## src/rtl/alu_pkg.sv

```systemverilog
// Purpose: shared definitions for the ALU issue sequencer.
//   - ALU select codes driven on alu_s
//   - FSM state encoding, also presented on the sequencer's dbg_state output
package alu_pkg;

  localparam logic [1:0] ALU_ADD = 2'b00;
  localparam logic [1:0] ALU_SUB = 2'b01;
  localparam logic [1:0] ALU_AND = 2'b10;
  localparam logic [1:0] ALU_OR  = 2'b11;

  typedef enum logic [1:0] {
    ST_IDLE = 2'b00,
    ST_EXEC = 2'b01,
    ST_RESP = 2'b10
  } state_t;

endpackage

```

## src/rtl/alu_regfile.sv

```systemverilog
// Purpose: register file for the ALU issue sequencer.
// Ports:
//   clk, rst                  clock, asynchronous active-high clear of every entry
//   i_rs1_addr / o_rs1_data   asynchronous read port 1
//   i_rs2_addr / o_rs2_data   asynchronous read port 2
//   i_ld_en/addr/data         direct load write port
//   i_wb_en/addr/data         result writeback port (wins over load on same address)
// Entry 0 always reads as zero and ignores both write ports.
module alu_regfile
  import alu_pkg::*;
#(
  parameter int DATA_WIDTH = 32,
  parameter int ADDR_WIDTH = 5
) (
  input  logic                  clk,
  input  logic                  rst,
  input  logic [ADDR_WIDTH-1:0] i_rs1_addr,
  output logic [DATA_WIDTH-1:0] o_rs1_data,
  input  logic [ADDR_WIDTH-1:0] i_rs2_addr,
  output logic [DATA_WIDTH-1:0] o_rs2_data,
  input  logic                  i_ld_en,
  input  logic [ADDR_WIDTH-1:0] i_ld_addr,
  input  logic [DATA_WIDTH-1:0] i_ld_data,
  input  logic                  i_wb_en,
  input  logic [ADDR_WIDTH-1:0] i_wb_addr,
  input  logic [DATA_WIDTH-1:0] i_wb_data
);

  localparam int DEPTH = 2 ** ADDR_WIDTH;

  logic [DATA_WIDTH-1:0] r_mem [DEPTH];

  // Entry 0 is never written after reset; loop starts at 1.
  always_ff @(posedge clk or posedge rst) begin
    if (rst) begin
      for (int i = 0; i < DEPTH; i++) begin
        r_mem[i] <= '0;
      end
    end else begin
      for (int i = 1; i < DEPTH; i++) begin
        if (i_wb_en && (i_wb_addr == ADDR_WIDTH'(i))) begin
          r_mem[i] <= i_wb_data;
        end else if (i_ld_en && (i_ld_addr == ADDR_WIDTH'(i))) begin
          r_mem[i] <= i_ld_data;
        end
      end
    end
  end

  // Reads see pre-edge contents: a load in the same cycle is not bypassed.
  assign o_rs1_data = (i_rs1_addr == '0) ? '0 : r_mem[i_rs1_addr];
  assign o_rs2_data = (i_rs2_addr == '0) ? '0 : r_mem[i_rs2_addr];

endmodule

```

## src/rtl/alu_op_sequencer.sv

```systemverilog
// Purpose: issue side of a 2-bit-select ALU. Accepts register-form ops,
//   reads operands from the internal register file, drives the external ALU,
//   captures its result, writes it back and presents it on a response port.
// Ports:
//   clk, rst                        clock, asynchronous active-high reset
//   in_valid/in_ready               request handshake; in_op, in_rd, in_rs1, in_rs2 fields
//   ld_en/ld_addr/ld_data           direct register load, accepted in any state
//   alu_a/alu_b/alu_s               registered ALU operands and select
//   alu_c                           combinational ALU result
//   out_valid/out_ready             response handshake; out_rd, out_data fields
//   ops_done                        count of completed response handshakes (wraps)
//   dbg_state                       current FSM state (alu_pkg::state_t encoding)
// Handshakes: a transfer happens on a rising edge where valid and ready are
//   both high. Once out_valid is raised it stays high, with out_rd/out_data
//   stable, until that transfer; in_ready is high only in IDLE and never
//   during reset.
module alu_op_sequencer
  import alu_pkg::*;
#(
  parameter int DATA_WIDTH = 32,
  parameter int ADDR_WIDTH = 5,
  parameter int CNT_WIDTH  = 16
) (
  input  logic                  clk,
  input  logic                  rst,
  input  logic                  in_valid,
  output logic                  in_ready,
  input  logic [1:0]            in_op,
  input  logic [ADDR_WIDTH-1:0] in_rd,
  input  logic [ADDR_WIDTH-1:0] in_rs1,
  input  logic [ADDR_WIDTH-1:0] in_rs2,
  input  logic                  ld_en,
  input  logic [ADDR_WIDTH-1:0] ld_addr,
  input  logic [DATA_WIDTH-1:0] ld_data,
  output logic [DATA_WIDTH-1:0] alu_a,
  output logic [DATA_WIDTH-1:0] alu_b,
  output logic [1:0]            alu_s,
  input  logic [DATA_WIDTH-1:0] alu_c,
  output logic                  out_valid,
  input  logic                  out_ready,
  output logic [ADDR_WIDTH-1:0] out_rd,
  output logic [DATA_WIDTH-1:0] out_data,
  output logic [CNT_WIDTH-1:0]  ops_done,
  output logic [1:0]            dbg_state
);

  state_t                r_state;
  state_t                w_next;
  logic                  w_in_ready;
  logic                  w_accept;
  logic                  w_wb_en;
  logic                  w_resp_done;

  logic [ADDR_WIDTH-1:0] r_rd;
  logic [DATA_WIDTH-1:0] r_alu_a;
  logic [DATA_WIDTH-1:0] r_alu_b;
  logic [1:0]            r_alu_s;
  logic                  r_out_valid;
  logic [ADDR_WIDTH-1:0] r_out_rd;
  logic [DATA_WIDTH-1:0] r_out_data;
  logic [CNT_WIDTH-1:0]  r_ops_done;

  logic [DATA_WIDTH-1:0] w_rs1_data;
  logic [DATA_WIDTH-1:0] w_rs2_data;

  alu_regfile #(
    .DATA_WIDTH (DATA_WIDTH),
    .ADDR_WIDTH (ADDR_WIDTH)
  ) u_regfile (
    .clk        (clk),
    .rst        (rst),
    .i_rs1_addr (in_rs1),
    .o_rs1_data (w_rs1_data),
    .i_rs2_addr (in_rs2),
    .o_rs2_data (w_rs2_data),
    .i_ld_en    (ld_en),
    .i_ld_addr  (ld_addr),
    .i_ld_data  (ld_data),
    .i_wb_en    (w_wb_en),
    .i_wb_addr  (r_rd),
    .i_wb_data  (alu_c)
  );

  always_ff @(posedge clk or posedge rst) begin
    if (rst) begin
      r_state <= ST_IDLE;
    end else begin
      r_state <= w_next;
    end
  end

  always_comb begin
    w_next      = r_state;
    w_in_ready  = 1'b0;
    w_accept    = 1'b0;
    w_wb_en     = 1'b0;
    w_resp_done = 1'b0;
    case (r_state)
      ST_IDLE: begin
        w_in_ready = 1'b1;
        if (in_valid) begin
          w_accept = 1'b1;
          w_next   = ST_EXEC;
        end
      end
      ST_EXEC: begin
        // Register 0 is masked in the regfile as well; gating here keeps the
        // write strobe itself meaningful.
        w_wb_en = (r_rd != '0);
        w_next  = ST_RESP;
      end
      ST_RESP: begin
        // out_valid is always high in RESP, so out_ready alone completes it.
        if (out_ready) begin
          w_resp_done = 1'b1;
          w_next      = ST_IDLE;
        end
      end
      default: begin
        w_next = ST_IDLE;
      end
    endcase
  end

  // ALU operand registers only change on accept, so they hold outside EXEC.
  always_ff @(posedge clk or posedge rst) begin
    if (rst) begin
      r_alu_a <= '0;
      r_alu_b <= '0;
      r_alu_s <= '0;
      r_rd    <= '0;
    end else if (w_accept) begin
      r_alu_a <= w_rs1_data;
      r_alu_b <= w_rs2_data;
      r_alu_s <= in_op;
      r_rd    <= in_rd;
    end
  end

  always_ff @(posedge clk or posedge rst) begin
    if (rst) begin
      r_out_valid <= 1'b0;
      r_out_rd    <= '0;
      r_out_data  <= '0;
      r_ops_done  <= '0;
    end else begin
      if (r_state == ST_EXEC) begin
        r_out_valid <= 1'b1;
        r_out_rd    <= r_rd;
        r_out_data  <= alu_c;
      end else if (w_resp_done) begin
        r_out_valid <= 1'b0;
        r_ops_done  <= r_ops_done + 1'b1;
      end
    end
  end

  assign in_ready  = w_in_ready & ~rst;
  assign alu_a     = r_alu_a;
  assign alu_b     = r_alu_b;
  assign alu_s     = r_alu_s;
  assign out_valid = r_out_valid;
  assign out_rd    = r_out_rd;
  assign out_data  = r_out_data;
  assign ops_done  = r_ops_done;
  assign dbg_state = r_state;

endmodule

```

## config.mk

```make
export PLATFORM = sky130hd
export DESIGN_NAME = alu_op_sequencer
export DESIGN_NICKNAME = d
export VERILOG_FILES = /design/src/rtl/alu_pkg.sv /design/src/rtl/alu_regfile.sv /design/src/rtl/alu_op_sequencer.sv
export SDC_FILE = /design/constraint.sdc
export NUM_CORES = 2
export LEC_CHECK = 0
export ABC_AREA = 1
export ABC_CLOCK_PERIOD_IN_PS = 65500
export BUFFER_PORTS_ARGS = -buffer_cell sky130_fd_sc_hd__buf_4
export CAP_MARGIN = 25
export CORE_MARGIN = 10
export CORE_UTILIZATION = 50
export CTS_CLUSTER_DIAMETER = 150
export DETAILED_ROUTE_END_ITERATION = 6
export MAX_ROUTING_LAYER = met4
export PLACE_DENSITY = 0.66
export RECOVER_POWER = 50
export REMOVE_ABC_BUFFERS = 1
export SYNTH_ARGS = -nofsm -noshare
export SYNTH_HDL_FRONTEND = slang
export SYNTH_SLANG_ARGS = --single-unit
```

## constraint.sdc

```tcl
create_clock -name clk -period 65.5 [get_ports clk]
set_clock_uncertainty 0.1 [all_clocks]
set_input_delay 9.825 -clock clk [delete_from_list [all_inputs] [get_ports clk]]
set_output_delay 9.825 -clock clk [all_outputs]
set_load 0.01 [all_outputs]
```

; ---- After elaboration in Yosys (flattened, before gate mapping)
; Cells that the tools add are included.
[totals]
regBits = 1119
input_bits = 91
output_inout_bits = 123
[classes]
n_addsub = 1
n_lt_le_gt_ge = 2
eq_ne = 66
n_mux = 81
bitwise_logic = 5
n_reduce_logical = 100
[op_table]
columns = cell, count
row1 = $mux 32, 68
row2 = $bmux 32 s5, 2
row3 = $eq 5x5->1 const B, 32
row4 = $eq 5x4->1 const B, 16
row5 = $reduce_bool 2->1, 32
row6 = $logic_and 1x1->1, 62
row7 = $eq 5x3->1 const B, 8
row8 = $eq 5x2->1 const B, 4
row9 = $add 16x1->16 const B, 1
row10 = $ge 6x6->1 const B, 2
row11 = $not 5->6, 2
row12 = $eq 5x1->1 const B, 2
row13 = $logic_not 5->1, 2
row14 = $mux 1, 8
row15 = $pmux 2 s3, 1
row16 = $reduce_bool 5->1, 1
row17 = $mux 2, 2
row18 = $ne 2x2->1 const B, 2
row19 = $reduce_and 2->1, 2
row20 = $eq 2x1->1 const B, 1
row21 = $eq 2x2->1 const B, 1
row22 = $logic_not 2->1, 1
row23 = $not 1->1, 2
row24 = $and 1x1->1, 1

; ---- Longest topological paths before layout
[logic_depth]
ltp_word = 5
ltp_mapped = 12
ltp_nobuf = 9

; ---- Modules after synthesis
; Synthesis repeated with hierarchy kept, for this count alone.
[unflattened]
hier_cells = 10526
hier_area_um2 = 70400.0
[by_module_without_submodules]
columns = module, instances, cells_each, area_each_um2
row1 = alu_regfile, 1, 9954, 65361.4
row2 = alu_op_sequencer, 1, 572, 5038.6

; ---- Worst setup path after synthesis
; Ideal clock, no wire load.
[synth_path]
path_kind = input -> output
startpoint = input port rst
endpoint = output port in_ready
arrival_ps = 10084
path_slack_ps = 45491
cell_stages = 1
cell_sequence = nor3_1
[synth_via]
elab_chain_cells = 2
[synth_lines]
columns = item, line
row1 = "start, declared", alu_op_sequencer.sv:25  ; input logic rst,
row2 = $not 1->1, alu_op_sequencer.sv:158  ; assign in_ready = w_in_ready & ~rst;
row3 = $and 1x1->1, alu_op_sequencer.sv:158
row4 = "end, declared", alu_op_sequencer.sv:27  ; output logic in_ready,
; No other way between the ends.

==> metrics.cfg <==
[clock_tree]
clock_latency_ns = 0.81
htreeDepth = 4
tritoncts = done
root_buffer = clkbuf_16
ctsResizeCount = 0
numCtsBuffers = 134
cts_buffer_depth = 3
cts_setup_buffers = 0
ctsHoldBuffers = 0
path_clk_slew_ns = 0.06
cts_sinks = 1119

[die]
rows = 136
die_x_um = 393
fp.dieH_um = 393
die_area_um2 = 154000
ios = 214
core-area_um2 = 138000
floorplan.initialDensity = 0.504

[place]
pre_cts_ws_ns = 45.30
port_buffers = 213
gp_congestion = 0.955
dp_hpwl_mm = 173
dp_cells = 11200

[drt]
drt_iter0_markers = 12700
dr_wl_met2_mm = 131
wl_met3_mm = 51.6
top_layer_used = met4
routed_wl_mm = 319
vias_per_cell = 6.76
dr_total_vias = 77500
wl_per_cell_um = 27.8
postRouteAntennaNets = 0
drc = 0
drt_first_pass_iters = 7
drt-met1-wl_mm = 115

[outcome]
violations = capacitance limit, slew limit
status = finished, violations left

[power_and_ir_drop]
clkPwrFrac = 0.260
switching_power_w = 0.00116
swShare = 0.385
comb_power_share = 0.364
power_w = 0.00301
seqPwrFrac = 0.375
power_leakage_nw = 34.7
powerDensity_nw_per_um2 = 40.2
ir_drop_mv = 0.0228
p_int_w = 0.00185

[sta]
setup_viol = 0
hold_violations = 0
fmax_mhz = 47.8
min_period_over_period = 0.319
grt_setup_unrepaired = false
drv_slew = 1478
fin_ws_ns = 44.59
tns_ns = 0
max_slew_margin = -4.97
tightestPinTransition_ns = 8.95
finalCriticalPeriod_ns = 20.91

[worst_setup_path]
max_stage_delay_ns = 6.46
path_buf_inv = 3
critical_path.cell_chain = clkbuf_1 > clkinvlp_2 > clkbuf_1
worst-setup-path-type = primary input to asynchronous set/reset pin
critical-path-top-delay-family = buffers and inverters
cp_common_cell = clkbuf_1
worst_setup_path_end_kind = asynchronous set/reset pin
crit_slowest_cell = clkbuf_1
reg2reg_depth = 11
reg2reg_slack_ns = 58.05
reg2reg_to = u_regfile.r_mem[384]$_DFFE_PP0P_
reg2reg_from = dbg_state[0]$_DFFE_PP0P_
cp_max_fo = 161
start_kind = primary input
arrival_ns = 19.45
worst_ep_required_time_ns = 64.05

[global_route]
antenna_found_initial = 19
grt_pass1_wl_mm = 466
grt_use_total = 0.410
grt_max_degree = 172
grt_remaining_overflow = 0
grt_pass1_vias = 71600

[final_layout]
drive_above_1_share = 0.0510
final_cells = 11500
n_fill_cell = 13200
area_delta_synth_final_pct = 7.74
nNetsFinal = 9647
fin_util = 0.543

[synthesis]
yosysTopAreaCellShare = 0.403
synthFlopType = dfrtp_1
synth_edf_count = 0
synth_common_cells = nand3_1 (2410), nand2_1 (2303), dfrtp_1 (1119)
async_reset_ff_frac = 1.00
syn_area_um2 = 69400
synth.largest_area_cell = dfrtp_1
synthCells = 10000
yosysSeqAreaShare = 0.403
yosysWarnings = 32
postSynthAreaPerCell_um2 = 6.92
synth_most_common_cell = nand3_1
synth.area.top_cells = dfrtp_1 (40%), nand3_1 (17%), nand2_1 (12%)
synth_cell_type_count = 30
synth-seq-cells = 1119

[worst_hold_path]
min_to = alu_a[23]$_DFFE_PP0P_
min-delay-start = alu_a[23]$_DFFE_PP0P_
hp-class = flop to flop
hold_path_depth = 2

[flow_run]
maxCapViolCount = 27

power groups by stage:
stage	clock [W]	combinational [W]	sequential (W)
after floorplan	0	0.000770	0.00114
after global placement	0	0.00105	0.00113
after detailed placement	0	0.00109	0.00113
after CTS	0.000785	0.00109	0.00112
after global routing	0.000812	0.00122	0.00116
final	0.000784	0.00110	0.00113
worst max path at each step:
stage / from / to / cells after the start
floorplan: rst / alu_a[0]$_DFFE_PP0P_ / 1
global placement: rst / in_ready / 3
detailed placement: rst / in_ready / 3
CTS: rst / in_ready / 3
global route: rst / u_regfile.r_mem[48]$_DFFE_PP0P_ / 3
finish: rst / u_regfile.r_mem[38]$_DFFE_PP0P_ / 3
sequential cells by signal, indices dropped and copies added (netlist names):
name	flops
u_regfile.r_mem	992
alu_a	32
alu_b	32
out_data	32
ops_done	16
out_rd	5
r_rd	5
alu_s	2
dbg_state	2
out_valid	1
worst register-to-register path: stages (launching register included):
cell,delay [ns]
dfrtp_1,0.39
inv_1,0.10
nor2_1,0.26
clkinvlp_2,0.87
nor2_4,0.28
buf_4,0.77
nand2_2,0.61
buf_4,0.48
nand2_2,0.11
clkbuf_1,2.57
o21ai_0,0.46
o22ai_1,0.29
cell usage in the layout (no fill, tap or decap), drive strengths merged, types with 18 or more instances in the layout:
master | synthesis | final
clkinv | 35 | 61
o211ai | 64 | 64
o21ai | 562 | 562
diode | 0 | 18
inv | 1031 | 1035
a21oi | 34 | 34
dfrtp | 1119 | 1119
nor2 | 500 | 500
buf | 411 | 204
nand2 | 2322 | 2322
o22ai | 480 | 480
o221ai | 448 | 448
clkbuf | 588 | 377
nand3 | 2410 | 2410
area by class of cell:
| cell class | instances | area [um2] | area share |
|---|---|---|---|
| Antenna cell | 18 | 45.0 | 0.000602 |
| Clock buffer | 195 | 3910 | 0.0523 |
| Clock inverter | 42 | 577 | 0.00771 |
| Inverter | 1066 | 4050 | 0.0541 |
| Multi-Input combinational cell | 6848 | 33500 | 0.448 |
| Sequential cell | 1119 | 28000 | 0.374 |
| Tap cell | 1794 | 2240 | 0.0300 |
| Timing Repair Buffer | 386 | 2450 | 0.0328 |
routing by layer:
layer / GRT usage / vias up
met3: 0.147 / 1621
met1: 0.513 / 36300
met4: 0.230 / 0
met5: - / -
met2: 0.571 / 6716
li1: - / 32800
cell families (layout without fill, tap and decap cells):
group,count (synthesis),after routing,share of synthesized area
flops,1119,1119,0.403
compound gates,1589,1589,0.150
fa+ha+maj,1,1,0.000180
mux,1,1,0.000162
buf+inv,2065,1689,0.116
simple gates,5242,5242,0.328
xor+xnor,15,15,0.00189
other cells,0,18,0
metrics by stage:
step	hold slack (ns)	cell area, um2
2_1_floorplan	0.392	65400
3_3_place_gp	0.366	70800
3_5_place_dp	0.368	70900
4_1_cts	0.384	75400
5_1_grt	0.398	74800
6_report	0.376	74800
No activity file was read; power rests on OpenSTA's default activity.
